===== src/rtl/obi_wb_arbiter.sv =====
// Round-robin arbiter that shares one Wishbone classic master between the OBI
// instruction and data ports, with a watchdog that aborts unacknowledged cycles.
module obi_wb_arbiter #(
    parameter int unsigned           ADDR_WIDTH     = 32,
    parameter int unsigned           DATA_WIDTH     = 32,
    parameter int unsigned           TIMEOUT_CYCLES = 1024,
    parameter logic [DATA_WIDTH-1:0] ERR_DATA       = 32'hDEAD_BEEF
) (
    input  logic                    clk,
    input  logic                    rst_n,

    input  logic                    instr_req_i,
    output logic                    instr_gnt_o,
    input  logic [ADDR_WIDTH-1:0]   instr_addr_i,
    output logic                    instr_rvalid_o,
    output logic [DATA_WIDTH-1:0]   instr_rdata_o,
    output logic                    instr_err_o,

    input  logic                    data_req_i,
    output logic                    data_gnt_o,
    input  logic                    data_we_i,
    input  logic [DATA_WIDTH/8-1:0] data_be_i,
    input  logic [ADDR_WIDTH-1:0]   data_addr_i,
    input  logic [DATA_WIDTH-1:0]   data_wdata_i,
    output logic                    data_rvalid_o,
    output logic [DATA_WIDTH-1:0]   data_rdata_o,
    output logic                    data_err_o,

    output logic                    wb_cyc_o,
    output logic                    wb_stb_o,
    output logic                    wb_we_o,
    output logic [DATA_WIDTH/8-1:0] wb_sel_o,
    output logic [ADDR_WIDTH-1:0]   wb_adr_o,
    output logic [DATA_WIDTH-1:0]   wb_dat_o,
    input  logic [DATA_WIDTH-1:0]   wb_dat_i,
    input  logic                    wb_ack_i
);

    localparam bit              WD_EN   = (TIMEOUT_CYCLES > 0);
    localparam int unsigned     WD_W    = WD_EN ? $clog2(TIMEOUT_CYCLES + 1) : 1;
    localparam logic [WD_W-1:0] WD_LAST = WD_EN ? WD_W'(TIMEOUT_CYCLES - 1) : '0;

    typedef enum logic { IDLE, BUSY } state_e;
    typedef enum logic { PORT_INSTR, PORT_DATA } port_e;

    state_e          state;
    port_e           owner;
    port_e           last_grant;
    logic [WD_W-1:0] wd_cnt;

    logic grant_instr;
    logic grant_data;
    logic timeout;

    // On a tie, the port that did not win last time gets the bus.
    always_comb begin
        grant_instr = 1'b0;
        grant_data  = 1'b0;
        if (state == IDLE) begin
            if (instr_req_i && data_req_i) begin
                grant_instr = (last_grant == PORT_DATA);
                grant_data  = (last_grant == PORT_INSTR);
            end else begin
                grant_instr = instr_req_i;
                grant_data  = data_req_i;
            end
        end
    end

    assign instr_gnt_o = grant_instr;
    assign data_gnt_o  = grant_data;
    assign wb_stb_o    = wb_cyc_o;

    // An ack on the final watchdog cycle wins over the abort.
    assign timeout = WD_EN && (wd_cnt == WD_LAST) && !wb_ack_i;

    always_ff @(posedge clk or negedge rst_n) begin
        if (!rst_n) begin
            state          <= IDLE;
            owner          <= PORT_INSTR;
            last_grant     <= PORT_DATA;
            wd_cnt         <= '0;
            wb_cyc_o       <= 1'b0;
            wb_we_o        <= 1'b0;
            wb_sel_o       <= '0;
            wb_adr_o       <= '0;
            wb_dat_o       <= '0;
            instr_rvalid_o <= 1'b0;
            instr_rdata_o  <= '0;
            instr_err_o    <= 1'b0;
            data_rvalid_o  <= 1'b0;
            data_rdata_o   <= '0;
            data_err_o     <= 1'b0;
        end else begin
            instr_rvalid_o <= 1'b0;
            data_rvalid_o  <= 1'b0;
            case (state)
                IDLE: begin
                    if (grant_instr || grant_data) begin
                        state    <= BUSY;
                        wb_cyc_o <= 1'b1;
                        wd_cnt   <= '0;
                        if (grant_instr) begin
                            owner      <= PORT_INSTR;
                            last_grant <= PORT_INSTR;
                            wb_we_o    <= 1'b0;
                            wb_sel_o   <= '1;
                            wb_adr_o   <= instr_addr_i;
                            wb_dat_o   <= '0;
                        end else begin
                            owner      <= PORT_DATA;
                            last_grant <= PORT_DATA;
                            wb_we_o    <= data_we_i;
                            wb_sel_o   <= data_be_i;
                            wb_adr_o   <= data_addr_i;
                            wb_dat_o   <= data_wdata_i;
                        end
                    end
                end
                BUSY: begin
                    if (wb_ack_i || timeout) begin
                        state    <= IDLE;
                        wb_cyc_o <= 1'b0;
                        if (owner == PORT_INSTR) begin
                            instr_rvalid_o <= 1'b1;
                            instr_rdata_o  <= wb_ack_i ? wb_dat_i : ERR_DATA;
                            instr_err_o    <= !wb_ack_i;
                        end else begin
                            data_rvalid_o  <= 1'b1;
                            data_rdata_o   <= wb_ack_i ? wb_dat_i : ERR_DATA;
                            data_err_o     <= !wb_ack_i;
                        end
                    end else begin
                        wd_cnt <= wd_cnt + WD_W'(1);
                    end
                end
                default: state <= IDLE;
            endcase
        end
    end

endmodule


===== config.mk =====
export PLATFORM = sky130hd
export DESIGN_NAME = obi_wb_arbiter
export DESIGN_NICKNAME = d
export VERILOG_FILES = /design/src/rtl/obi_wb_arbiter.sv
export SDC_FILE = /design/constraint.sdc
export NUM_CORES = 1
export LEC_CHECK = 0
export CORE_MARGIN = 5
export CORE_UTILIZATION = 41
export DETAILED_ROUTE_END_ITERATION = 12
export PLACE_DENSITY = 0.78
export RECOVER_POWER = 100
export SYNTH_ARGS = -nofsm -noshare
export SYNTH_HDL_FRONTEND = slang
export SYNTH_SLANG_ARGS = --single-unit
export TNS_END_PERCENT = 20

===== constraint.sdc =====
create_clock -name clk -period 2.1 [get_ports clk]
set_clock_uncertainty 0.2 [all_clocks]
set_input_delay 0.21 -clock clk [delete_from_list [all_inputs] [get_ports clk]]
set_output_delay 0.21 -clock clk [all_outputs]
set_load 0.02 [all_outputs]

==> results.sh <==
export IMPL_status="completed"
export IMPL_max_freq_mhz=494
export IMPL_internal_power_mw=8.59
export IMPL_synthDistinctLibCells=52
export IMPL_synth_nets=600
export IMPL_netlist_area_mm2=0.00589
export IMPL_crit_required_ns=1.69
export IMPL_ys_async_sr_fraction=1.00
export IMPL_cts_sinks=152
export IMPL_ys_top_cells_by_count="dfrtp_1, nand2_1, o22a_1"
export IMPL_gr_usage_met1=0.255
export IMPL_via_per_inst=5.36
export IMPL_slowest_delay_ns=0.53
export IMPL_clkTransAtPathRegs_ns=0.06
export IMPL_globalRouteTotalUtil=0.222
export IMPL_ys_warn_count=0
export IMPL_crit_type="reg -> out"
export IMPL_vias=5045
export IMPL_hold_class="in -> async"
export IMPL_multi_input_area_mm2=0.00187
export IMPL_placedCellCount=909
export IMPL_start_util=0.421
export IMPL_num_rows=43
export IMPL_met2_usage=0.386
export IMPL_drt_iter0_drc=189
export IMPL_crit_chain="inv_1, a211oi_4, clkdlybuf4s15_1"
export IMPL_cts_tree="built"
export IMPL_gp_congestion=0.891
export IMPL_numCtsBuffers=17
export IMPL_grt_start_max_net_pins=66
export IMPL_routed_wl_um=18500
export IMPL_yosysSeqAreaShare=0.646
export IMPL_fin_crit_sh=0.963
export IMPL_rsz0062_at_grt="no"
export IMPL_drv_cap=0
export IMPL_place_ws_ns=-0.0721
export IMPL_hold_viol=0
export IMPL_fin_crit_ns=2.02
export IMPL_pin_count=279
export IMPL_grt_ovfl_total=0
export IMPL_ys_flop_type="dfrtp_1"
export IMPL_top_usage_layer="met2"
export IMPL_finalSetupViolations=0
export IMPL_layout_drive_gt1_share=0.0932
export IMPL_p_switching_mw=4.83
export IMPL_crit_family="flip-flops"
export IMPL_critPathLaunchType="flop"
export IMPL_total_power_mw=13.4
export IMPL_drc=0
export IMPL_grt_pass1_vias=5422
export IMPL_area_growth_pct=60.8
export IMPL_ir_worst_vdd_v=0.000686
export IMPL_reg2regPathDepth=6
export IMPL_dieArea_mm2=0.0169
export IMPL_clock_latency_ns=0.41
export IMPL_clk_path_buf_depth=2
export IMPL_wl_per_cell_um=19.6
export IMPL_swShare=0.360
export IMPL_first_pass_iters=4
export IMPL_rrSetupSlack_ns=0.14
export IMPL_met3_usage=0.0720
export IMPL_ff_latch_area_mm2=0.00380
export IMPL_post_route_util=0.677
export IMPL_ys_seq_elements=152
export IMPL_p_comb_frac=0.414
export IMPL_syn_inst=461
export IMPL_synth_area_leader_cell="dfrtp_1"
export IMPL_r2r_end="data_rdata_o[5]"
export IMPL_antenna_diode_count=0
export IMPL_synth_most_common_cell="dfrtp_1"
export IMPL_htree_levels=4
export IMPL_synth_top_area_frac=0.642
export IMPL_yosys_top_cells_area="dfrtp_1, o22a_1, a22o_1"
export IMPL_avgSynthCellArea_um2=12.8
export IMPL_p_leak_nw=4.25
export IMPL_power_density_mw_per_mm2=1420
export IMPL_crit_path_end_kind="primary output"
export IMPL_hpwl_um=14100
export IMPL_core_area_mm2=0.0140
export IMPL_maxSlewViolCount=0
export IMPL_port_buffers=278
export IMPL_finalSetupTns_ns=0
export IMPL_fin_cells=942
export IMPL_power_frac_seq=0.358
export IMPL_die_w_um=130
export IMPL_crit_fanout=2
export IMPL_max_slew_margin=0.524
export IMPL_fin_nets=888
export IMPL_tightest_slew_ns=0.715
export IMPL_arrival_ns=1.61
export IMPL_cp_depth=3
export IMPL_grt_pass1_wl_um=28700
export IMPL_antenna_found_initial=0
export IMPL_reg2reg_from="wd_cnt[0]"
export IMPL_clkPwrFrac=0.228
export IMPL_fillers=1044
export IMPL_slowest_stage="dfstp_2"
export IMPL_antenna_left=0
export IMPL_cts_root_buffer_cell="clkbuf_16"
export IMPL_layout_setup_ws_ns=0.0772
export IMPL_synth_edf_count=0
export IMPL_die_h_um=130
export IMPL_path_buf_inv=2
[cells in the final DEF, fill, tap and decap left out, types with 2 or more instances in the layout]
cell and instances:
inv_2 2, dfrtp_1 151, bufinv_16 3, nand2_1 73
inv_1 6, mux2i_1 2, a211o_1 3, clkbuf_1 6
nor2_1 9, a22oi_1 32, buf_4 13, clkdlybuf4s50_1 136
clkinv_2 5, o21ai_0 4, nand2b_1 3, a31oi_1 3
nand3_1 3, dlygate4sd3_1 140, clkbuf_16 17, nand3_4 2
a22o_2 4, and3_1 2, o22a_1 51, inv_6 2
a21oi_1 3, clkbuf_4 2, a22o_1 45, nor3_1 5
clkinvlp_4 3, clkbuf_2 3
[cell families (layout without fill, tap and decap cells)]
logic type	count (synthesis)	after routing	synth area share
compound gates	154	154	0.220
fa+ha+maj	1	1	0.00213
buf+inv	41	342	0.0376
flops	152	152	0.646
mux	3	3	0.00531
simple gates	110	110	0.0882
[power by group through the flow]
stage	registers [mW]	clock network [mW]	logic, mW
floorplan	6.09	0	1.61
global placement	4.81	0	5.92
detailed placement	4.88	0	6.03
CTS	4.86	3.12	6.05
global route	4.95	3.25	5.92
finish	4.80	3.06	5.56
[through the flow]
| step | hold WS, ns | instance area (µm²) |
|---|---|---|
| global route | 0.163 | 9460 |
| detailed placement | 0.0110 | 8890 |
| floorplan | -0.286 | 5890 |
| global placement | 0.00381 | 8890 |
| finish | 0.123 | 9460 |
| CTS | 0.134 | 9500 |
[worst register-to-register path, stage by stage (launching register included)]
cell     delay [ns]
dfrtp_1        0.39
ha_1           0.23
nand3_2        0.13
o31ai_4        0.33
nand3_4        0.20
inv_6          0.23
o22a_1         0.18
[timing repair]
action,in CTS,in global routing
buffers inserted,0,0
hold buffers,1,0
gates resized for setup,2,3
pin swaps,0,1
setup endpoints to repair,2,17
endpoints found under the hold margin,62,0
[metal layers]
metal  wire [µm]  part of all wire
met1        6790              0.37
met2        9470              0.51
met3        1680             0.091
met4         517             0.028
met5           0                 0
[worst max path at each step]
stage,slack (ns),to,start
2_1_floorplan,0.26,wb_adr_o[24],last_grant
3_3_place_gp,-0.02,instr_gnt_o,instr_req_i
3_5_place_dp,-0.07,wb_adr_o[18],instr_req_i
4_1_cts,0.03,data_gnt_o,state
5_1_grt,0.004,wb_adr_o[13],state
6_report,0.08,instr_gnt_o,last_grant
[sequential cells by signal (all words and copies together) (netlist names), 4 cells and up]
name and count:
instr_rdata_o 32, wb_sel_o 4, wd_cnt 11, wb_dat_o 32
data_rdata_o 32, wb_adr_o 32
[area by class of cell]
cell class                      instances  share of cell area
Timing Repair Buffer                  300               0.309
Tap cell                              180              0.0238
Inverter                               10             0.00463
Sequential cell                       152               0.402
Multi-Input combinational cell        268               0.197
Clock buffer                           20              0.0472
Clock inverter                         12              0.0159
Note: power is estimated with default switching activity, not from simulation.
